===== config.mk =====
export PLATFORM = sky130hd
export DESIGN_NAME = fft_mag_stream
export DESIGN_NICKNAME = d
export VERILOG_FILES = /design/src/rtl/fft_mag_stream.sv
export SDC_FILE = /design/constraint.sdc
export NUM_CORES = 1
export LEC_CHECK = 0
export BUFFER_PORTS_ARGS = -buffer_cell sky130_fd_sc_hd__buf_2
export CORE_MARGIN = 2
export CORE_UTILIZATION = 25
export CTS_BUF_LIST = sky130_fd_sc_hd__clkbuf_16
export CTS_CLUSTER_DIAMETER = 120
export DETAILED_ROUTE_END_ITERATION = 10
export MAX_ROUTING_LAYER = met4
export PLACE_DENSITY = 0.45
export SETUP_SLACK_MARGIN = 0.4
export SKIP_LAST_GASP = 1
export SYNTH_ARGS = -nofsm -noshare
export SYNTH_HDL_FRONTEND = slang
export SYNTH_SLANG_ARGS = --single-unit

===== constraint.sdc =====
create_clock -name sys_clk -period 6.27 [get_ports sys_clk]
set_input_delay 0.627 -clock sys_clk [delete_from_list [all_inputs] [get_ports sys_clk]]
set_output_delay 0.627 -clock sys_clk [all_outputs]
set_load 0.01 [all_outputs]

===== src/rtl/fft_mag_stream.sv =====
// fft_mag_stream: streams the leading OUT_BINS bins of one in every FRAME_DECIM
// input FFT frames as |re| + |im| magnitudes, with input framing checks.
//
// Build option: define FFT_MAG_SAT_EN to output the 17-bit magnitude saturated
// to 16'hFFFF; otherwise the magnitude is halved (sum[16:1]) and never clips.
//
// Ports
//   sys_clk                    rising-edge clock
//   sys_rst                    asynchronous active-low reset
//   fft_in_real/fft_in_imag    signed 16-bit bin value
//   fft_in_valid/sop/eop       input bin qualifier and frame markers
//   fft_data                   16-bit unsigned magnitude, 2 cycles after its bin
//   fft_valid/fft_sop/fft_eop  output qualifier and frame markers, aligned to data
//   frame_err                  one-cycle pulse on an input framing violation
module fft_mag_stream #(
  parameter int unsigned FFT_LEN     = 256,
  parameter int unsigned OUT_BINS    = 128,
  parameter int unsigned FRAME_DECIM = 4
) (
  input  logic        sys_clk,
  input  logic        sys_rst,
  input  logic [15:0] fft_in_real,
  input  logic [15:0] fft_in_imag,
  input  logic        fft_in_valid,
  input  logic        fft_in_sop,
  input  logic        fft_in_eop,
  output logic [15:0] fft_data,
  output logic        fft_valid,
  output logic        fft_sop,
  output logic        fft_eop,
  output logic        frame_err
);

  localparam int unsigned CNT_W = $clog2(FFT_LEN) + 1;
  localparam int unsigned DEC_W = 8;

  typedef enum logic [1:0] {IDLE, PASS, DROP} state_t;

  state_t             state, state_nxt;
  logic [CNT_W-1:0]   bin_cnt, bin_cnt_nxt, bin_idx;
  logic [DEC_W-1:0]   decim_cnt, decim_cnt_nxt;
  logic               take, pass_now, fwd, out_sop, out_eop, err;
  logic               last_idx;

  logic [15:0]        abs_re_c, abs_im_c;
  logic [15:0]        abs_re, abs_im;
  logic               s1_valid, s1_sop, s1_eop;
  logic [16:0]        sum_c;
  logic [15:0]        mag_c;

  // Index of the bin being presented; a sop bin always restarts at 0.
  assign bin_idx  = fft_in_sop ? '0 : bin_cnt;
  assign last_idx = (bin_idx == CNT_W'(FFT_LEN - 1));

  // State register
  always_ff @(posedge sys_clk or negedge sys_rst) begin
    if (!sys_rst) state <= IDLE;
    else          state <= state_nxt;
  end

  // Next state: sop (re)starts a frame from any state; eop or the last legal
  // index without eop ends it.
  always_comb begin
    state_nxt = state;
    if (fft_in_valid) begin
      if (fft_in_sop)
        state_nxt = (decim_cnt == '0) ? PASS : DROP;
      if ((fft_in_sop || state != IDLE) && (fft_in_eop || last_idx))
        state_nxt = IDLE;
    end
  end

  // Per-bin decisions: forwarding, output markers, framing errors, counters.
  always_comb begin
    take          = 1'b0;
    pass_now      = 1'b0;
    fwd           = 1'b0;
    out_sop       = 1'b0;
    out_eop       = 1'b0;
    err           = 1'b0;
    bin_cnt_nxt   = bin_cnt;
    decim_cnt_nxt = decim_cnt;
    if (fft_in_valid && (fft_in_sop || state != IDLE)) begin
      take        = 1'b1;
      bin_cnt_nxt = bin_idx + CNT_W'(1);
      if (fft_in_sop) begin
        decim_cnt_nxt = (decim_cnt == DEC_W'(FRAME_DECIM - 1)) ? '0 : decim_cnt + DEC_W'(1);
        if (state != IDLE) err = 1'b1;
      end
      pass_now = fft_in_sop ? (decim_cnt == '0) : (state == PASS);
      // Output eop on the last forwarded bin, or early on a short input frame.
      if (pass_now && bin_idx < CNT_W'(OUT_BINS)) begin
        fwd     = 1'b1;
        out_sop = (bin_idx == '0);
        out_eop = fft_in_eop || (bin_idx == CNT_W'(OUT_BINS - 1));
      end
      // Short frame (eop early) or long frame (no eop on the last index).
      if (fft_in_eop != last_idx) err = 1'b1;
    end
  end

  // Two's-complement absolute value; 16'h8000 maps to 32768 unsigned.
  assign abs_re_c = fft_in_real[15] ? 16'(~fft_in_real + 16'd1) : fft_in_real;
  assign abs_im_c = fft_in_imag[15] ? 16'(~fft_in_imag + 16'd1) : fft_in_imag;
  assign sum_c    = 17'(abs_re) + 17'(abs_im);

`ifdef FFT_MAG_SAT_EN
  assign mag_c = sum_c[16] ? 16'hFFFF : sum_c[15:0];
`else
  assign mag_c = 16'(sum_c >> 1);
`endif

  // Counters, error pulse and the two pipeline stages.
  always_ff @(posedge sys_clk or negedge sys_rst) begin
    if (!sys_rst) begin
      bin_cnt   <= '0;
      decim_cnt <= '0;
      frame_err <= 1'b0;
      abs_re    <= '0;
      abs_im    <= '0;
      s1_valid  <= 1'b0;
      s1_sop    <= 1'b0;
      s1_eop    <= 1'b0;
      fft_data  <= '0;
      fft_valid <= 1'b0;
      fft_sop   <= 1'b0;
      fft_eop   <= 1'b0;
    end else begin
      if (take) bin_cnt <= bin_cnt_nxt;
      decim_cnt <= decim_cnt_nxt;
      frame_err <= err;
      s1_valid  <= fwd;
      s1_sop    <= out_sop;
      s1_eop    <= out_eop;
      if (fwd) begin
        abs_re <= abs_re_c;
        abs_im <= abs_im_c;
      end
      fft_valid <= s1_valid;
      fft_sop   <= s1_sop;
      fft_eop   <= s1_eop;
      if (s1_valid) fft_data <= mag_c;
    end
  end

endmodule


==> impl_metrics.json, run 1 <==
{
  "nets": 575,
  "clock-sinks": 74,
  "async_flop_share_pct": 100,
  "dp_hpwl_microns": 7520,
  "power_leakage_uw": 0.00235,
  "area_delta_synth_final_pct": 19.0,
  "netlist_instances": 465,
  "outcome": "finished clean",
  "synth_top_area_share_pct": 42.9,
  "drcViolationCount": 0,
  "ys_seq_area_share_pct": 42.9,
  "drt_iter0_markers": 163,
  "drv_slew": 0,
  "grt_max_degree": 75,
  "ys_warn_count": 0,
  "syn_nets": 526,
  "io_buffers": 56,
  "hold_class": "flop to flop",
  "cts-buffers-inserted": 9,
  "path_class": "flop to flop",
  "wl_microns": 10200,
  "antenna_left": 0,
  "seqPwrFrac_pct": 33.4,
  "wl_per_cell_microns": 13.7,
  "cp-start-kind": "flop",
  "synth_edf_count": 0,
  "p_sw_uw": 847,
  "cts_root_buffer": "clkbuf_16",
  "antenna_found_initial": 0,
  "required_ns": 6.50,
  "ir_drop_mv": 0.206,
  "fp.dieArea_sq_um": 18300,
  "setup_viol": 0,
  "cts_resized": 0,
  "diodes": 0,
  "max_cap_violations": 0,
  "start_util_pct": 25.3,
  "fin_util_pct": 30.1,
  "synth_cell_type_count": 52,
  "cp-end-kind": "flop",
  "grt_pass1_wl_microns": 17200,
  "final_common_cell": "nand2_1",
  "hold_viol": 0,
  "track_usage_pct": 12.3,
  "core_area_sq_um": 17100,
  "vias": 3409,
  "crit_fanout": 66,
  "fin_skew_ns": 0.00903,
  "die_w_microns": 135,
  "num_io_pins": 57,
  "crit_arrival_ns": 3.18,
  "max-slew-margin-rel_pct": 27.3,
  "clk_pin_slew_ns": 0.06,
  "synth.top_cells.by_area": "dfrtp_1 43%, nand2_1 6.7%, ha_1 6.7%",
  "grt_overflow_total": 0,
  "cts-hold-fix-buffers": 0,
  "rsz0062_at_grt": "false",
  "avgSynthCellArea_sq_um": 9.27,
  "synth_ff_type": "dfrtp_1",
  "first_global_vias": 3464,
  "layout-drive-gt1-share_pct": 17.0,
  "p_clk_share_pct": 25.9,
  "worst_pin_slew_ns": 1.09,
  "cts_setup_buffers": 0,
  "die_h_microns": 135,
  "powerDensity_nw_per_um2": 444,
  "ys_seq_elements": 74,
  "place.gp.congestion": 0.816,
  "final_cell_mix": "76 x nand2_1, 74 x dfrtp_1, 55 x buf_2",
  "clkLatencyLatePin_ns": 0.34,
  "synth_top_area_cell": "dfrtp_1",
  "fmax_mhz": 338,
  "clock_path_buffers": 2,
  "htreeDepth": 3,
  "rows": 48,
  "p_sw_share_pct": 37.2,
  "synth_area_sq_um": 4310,
  "fin_crit_sh_pct": 47.2,
  "period_minus_slack_ns": 2.96,
  "power_frac_comb_pct": 40.7,
  "setup_tns_ns": 0,
  "p_int_uw": 1430,
  "fillers": 1816,
  "cts_tree": "done",
  "vias_per_cell": 4.58,
  "first_pass_iters": 4
}
-- synthesized netlist by cell type, types with 3 or more instances --
cell type   n
xnor2_1    17
o21ai_1     6
nand4_1     7
o41ai_1     3
nor2_1     17
a31oi_1     3
nor2b_1     7
o21ai_0    52
ha_1       23
a21oi_1    23
or3_1       6
mux2i_1     4
dfrtp_1    74
nor3_1      7
inv_1      15
nand2_1    77
mux2_2      9
nand3b_1    4
and2_1      6
nor4_1      3
o21a_1      3
xor2_1     28
buf_2       4
nand3_1     7
a21o_1      6
o31ai_1    12
clkbuf_1   13
-- final cells by class --
class / count / area [sq um] / area share, %
multi-input cells: 358 / 2330 / 45.3
flip-flops and latches: 74 / 1850 / 36.1
repair buffers: 56 / 283 / 5.51
well taps: 225 / 282 / 5.49
clock buffers: 9 / 225 / 4.39
clock inverters: 7 / 109 / 2.12
inverters: 15 / 56.3 / 1.10
-- worst paths after layout --
kind	start	endpoint	slack (ns)	cells past startpoint
max	decim_cnt[5]$_DFFE_PN0P_	abs_re[15]$_DFFE_PN0P_	3.31	5
min reg2reg	s1_sop$_DFF_PN0_	fft_sop$_DFF_PN0_	0.34	0
max in group asynchronous	sys_rst	decim_cnt[2]$_DFFE_PN0P_	5.20	1
min in group asynchronous	sys_rst	abs_re[3]$_DFFE_PN0P_	0.43	1
min	s1_sop$_DFF_PN0_	fft_sop$_DFF_PN0_	0.34	0
max reg2reg	decim_cnt[5]$_DFFE_PN0P_	abs_re[15]$_DFFE_PN0P_	3.31	5
-- layer usage --
| metal | track usage [%] | wire length (microns) |
|---|---|---|
| met1 | 17.0 | 5410 |
| met2 | 18.2 | 4360 |
| met3 | 2.58 | 328 |
| met4 | 3.13 | 123 |
| met5 | - | 0 |
-- flip-flops by register name, indices dropped and copies added (netlist names), 2 cells and up --
register	flops
decim_cnt	8
fft_data	16
abs_re	16
state	2
abs_im	16
bin_cnt	9
-- per-stage QoR --
step | cell area [sq um] | hold slack (ns) | instances | worst slack (ns) | total power [uW]
6_report | 5130 | 0.344 | 744 | 3.31 | 2280
2_1_floorplan | 4310 | 0.331 | 465 | 3.94 | 1440
3_3_place_gp | 4800 | 0.334 | 728 | 3.38 | 1690
3_5_place_dp | 4800 | 0.336 | 728 | 3.31 | 1700
5_1_grt | 5130 | 0.360 | 744 | 3.10 | 2480
4_1_cts | 5130 | 0.346 | 744 | 3.29 | 2310
-- critical path: stages (launching register included) --
cell	delay [ns]
dfrtp_1	0.42
or4_4	0.53
or4b_4	0.54
mux2i_1	0.18
nand2_2	0.62
o41ai_2	0.53
-- logic make-up after synthesis --
logic type | Yosys count | share of synthesized area, %
compound gates | 120 | 16.7
xor+xnor | 45 | 9.14
fa+ha+maj | 24 | 7.14
buf+inv | 33 | 3.16
flops | 74 | 42.9
mux | 13 | 3.28
simple gates | 156 | 17.6
-- power by group through the flow --
stage          Sequential [uW]  Clock [uW]  Combinational (uW)
6_report                   761         590                 927
3_3_place_gp               770           0                 922
4_1_cts                    766         605                 935
5_1_grt                    789         625                1070
2_1_floorplan              753           0                 684
3_5_place_dp               774           0                 928
Note: power is estimated with default switching activity, not from simulation.
==> run 2, diff against run 1 <==
ABC_AREA = 1   (was default)
PLACE_DENSITY = 0.46   (was 0.45)
clock period = 2.46 ns   (was 6.27 ns; I/O delays follow)
==> impl_metrics.json, run 2 <==
{
  "outcome": "finished clean",
  "fmax_mhz": 491,
  "rows": 50,
  "critPathMaxStageDelay_ns": 0.36,
  "die_h_microns": 141,
  "async_flop_share_pct": 100,
  "netlist_instances": 644,
  "crit_buf_inv": 4,
  "hold_class": "primary input to flop",
  "p_int_uw": 2830,
  "cp_common_cell": "inv_2",
  "cts_root_buffer": "clkbuf_16",
  "worst_pin_slew_ns": 0.616,
  "reg_top3": "abs_im (16), abs_re (16), fft_data (16)",
  "synth_cell_type_count": 36,
  "power_frac_comb_pct": 35.5,
  "crit_fanout": 3,
  "clk_pin_slew_ns": 0.06,
  "p_sw_uw": 1680,
  "period_minus_slack_ns": 2.03,
  "crit_chain": "inv_2 > nor2_4 > ha_2 > inv_2 > nor3_4 > nand2_2 > nor4_4 > ha_2 > inv_2 > ha_4 > inv_4 > nand3_2 > nand2_2 > o22ai_1",
  "powerDensity_nw_per_um2": 802,
  "antenna_left": 0,
  "synth-xor-area-share_pct": 4.84,
  "crit_family": "simple AND/OR/NAND/NOR gates",
  "place_ws_ns": 0.237,
  "avgSynthCellArea_sq_um": 7.31,
  "vias": 4082,
  "vias_per_cell": 4.29,
  "p_sw_share_pct": 37.2,
  "final_area_sq_um": 5610,
  "yosysMostFrequentCell": "nand2_1",
  "synth_mux_area_share_pct": 0,
  "stdcell_count": 952,
  "power_leakage_uw": 0.00299,
  "fin_skew_ns": 0.00728,
  "grt_overflow_total": 0,
  "regToRegSetupSlack_ns": 0.43,
  "synth_top_area_share_pct": 39.4,
  "dp_cells": 927,
  "synth_ff_type": "dfrtp_1",
  "setup_viol": 0,
  "fin_crit_sh_pct": 82.7,
  "hold_viol": 0,
  "core_area_sq_um": 18600,
  "wl_microns": 11700,
  "p_total_uw": 4500,
  "placed_area_sq_um": 5240,
  "syn_nets": 705,
  "ir_drop_mv": 0.398,
  "synth_compound_area_share_pct": 8.22,
  "io_buffers": 56,
  "ys_seq_elements": 74,
  "first_global_vias": 4114,
  "ys_warn_count": 0,
  "cp-end-kind": "flop",
  "synthAdderAreaFrac_pct": 6.54,
  "reg2reg_from": "bin_cnt[0]$_DFFE_PN0P_",
  "layout-drive-gt1-share_pct": 16.7,
  "cts_tree": "done",
  "clkLatencyLatePin_ns": 0.34,
  "crit_arrival_ns": 2.25,
  "synth_top_area_cell": "dfrtp_1",
  "rr_worst_depth": 14,
  "path_class": "flop to flop",
  "htreeDepth": 3,
  "fp.dieArea_sq_um": 19900,
  "synth_edf_count": 0,
  "clock_path_buffers": 2,
  "reg2reg_to": "state[1]$_DFFE_PN0P_",
  "setup_tns_ns": 0,
  "ys_seq_area_share_pct": 39.4,
  "cp-start-kind": "flop",
  "ys_top_cells_by_count": "226 x nand2_1, 86 x inv_1, 74 x dfrtp_1, 52 x nor2_1, 40 x nand3_1",
  "wl_per_cell_microns": 12.3,
  "min_from": "fft_in_imag[13]",
  "drt_iter0_markers": 152,
  "antenna_found_initial": 7,
  "required_ns": 2.68,
  "setup_ws_ns": 0.425,
  "num_io_pins": 57,
  "nets": 768,
  "final_cell_mix": "222 x nand2_1, 84 x inv_1, 74 x dfrtp_1",
  "synth_area_sq_um": 4700,
  "crit_path_top_delay_cell": "dfrtp_1",
  "grt_pass1_wl_microns": 20200,
  "dp_hpwl_microns": 9100,
  "clock-sinks": 74,
  "whs_endpoint": "abs_im[13]$_DFFE_PN0P_",
  "drcViolationCount": 0,
  "min_path_cells": 4,
  "first_pass_iters": 4,
  "area_delta_synth_final_pct": 19.3,
  "place.gp.congestion": 0.851,
  "max_cap_violations": 0,
  "max-slew-margin-rel_pct": 58.9,
  "synth.top_cells.by_area": "dfrtp_1 39%, nand2_1 18%, inv_1 6.9%",
  "track_usage_pct": 13.1,
  "die_w_microns": 141,
  "grt_max_degree": 45,
  "start_util_pct": 25.3,
  "synth_top_family_by_area": "simple AND/OR/NAND/NOR gates",
  "synthSimpleGateAreaFrac_pct": 31.9,
  "drv_slew": 0,
  "p_clk_share_pct": 25.9,
  "cts-buffers-inserted": 9,
  "seqPwrFrac_pct": 38.6,
  "rsz0062_at_grt": "true",
  "final_common_cell": "nand2_1"
}
[run 2: cell types whose count changed after synthesis, moves of 10 or more]
cell     change
nand2_1    +149
xor2_1      -10
nor2_1      +35
nand3_1     +33
o21ai_2     +11
o21ai_0     -25
o31ai_1     -12
inv_1       +71
[run 2: how the worst max path moves through the flow]
stage / startpoint / to / slack, ns / cells past startpoint
6_report: bin_cnt[0]$_DFFE_PN0P_ / state[1]$_DFFE_PN0P_ / 0.43 / 14
5_1_grt: bin_cnt[0]$_DFFE_PN0P_ / state[0]$_DFFE_PN0P_ / 0.31 / 14
4_1_cts: bin_cnt[0]$_DFFE_PN0P_ / state[0]$_DFFE_PN0P_ / 0.40 / 14
3_5_place_dp: bin_cnt[0]$_DFFE_PN0P_ / state[0]$_DFFE_PN0P_ / 0.24 / 14
3_3_place_gp: fft_in_sop / state[1]$_DFFE_PN0P_ / 0.34 / 14
2_1_floorplan: fft_in_sop / state[0]$_DFFE_PN0P_ / 0.50 / 14
[run 2: power groups by stage]
stage	combinational (uW)	sequential, uW	clock [uW]
detailed placement	1590	1760	0
floorplan	1090	1770	0
finish	1600	1740	1170
global placement	1600	1760	0
global route	1890	1790	1260
CTS	1610	1740	1200
[run 2: metrics by stage]
stage,utilization [%],hold WS (ns)
floorplan,-,-0.0496
global placement,28.2,0.301
detailed placement,28.2,0.297
CTS,29.7,0.180
global route,30.2,0.202
finish,30.2,0.186
[run 2: logic make-up after synthesis]
logic type,Yosys count
AND/OR/NAND/NOR,354
buffers and inverters,101
flip-flops,74
AO/OA/AOI/OAI,65
XOR/XNOR,26
adder cells (fa/ha/maj),24
[run 2: routing by layer]
metal | share of wire, % | track usage (%) | vias to the layer above
li1 | - | - | 2169
met1 | 45 | 15.3 | 1827
met2 | 47 | 21.1 | 62
met3 | 5.6 | 4.28 | 24
met4 | 2.5 | 4.63 | 0
met5 | 0 | - | -
[run 2: worst reg2reg max path: stages (launching register included)]
cell and delay [ns]:
dfrtp_1 0.36, inv_2 0.06, nor2_4 0.12, ha_2 0.18, inv_2 0.05, nor3_4 0.14, nand2_2 0.12, nor4_4 0.22
ha_2 0.21, inv_2 0.04, ha_4 0.15, inv_4 0.05, nand3_2 0.07, nand2_2 0.09, o22ai_1 0.06
[run 2: area by class of cell]
type,instances,area (sq um)
Clock inverter,6,27.5
Antenna cell,7,17.5
Multi-Input combinational cell,469,2500
Sequential cell,74,1850
Clock buffer,9,225
Inverter,89,339
Fill cell,2046,13000
Timing Repair Buffer,64,358
Tap cell,234,293
[run 2: repair_timing]
item                                   CTS  global route
gates resized for setup                  3            20
buffers inserted                         0             2
endpoints found under the hold margin   43             0
setup endpoints to repair                3             3
pin swaps                                0             6
hold buffers                             1             0
gates cloned                             0             0
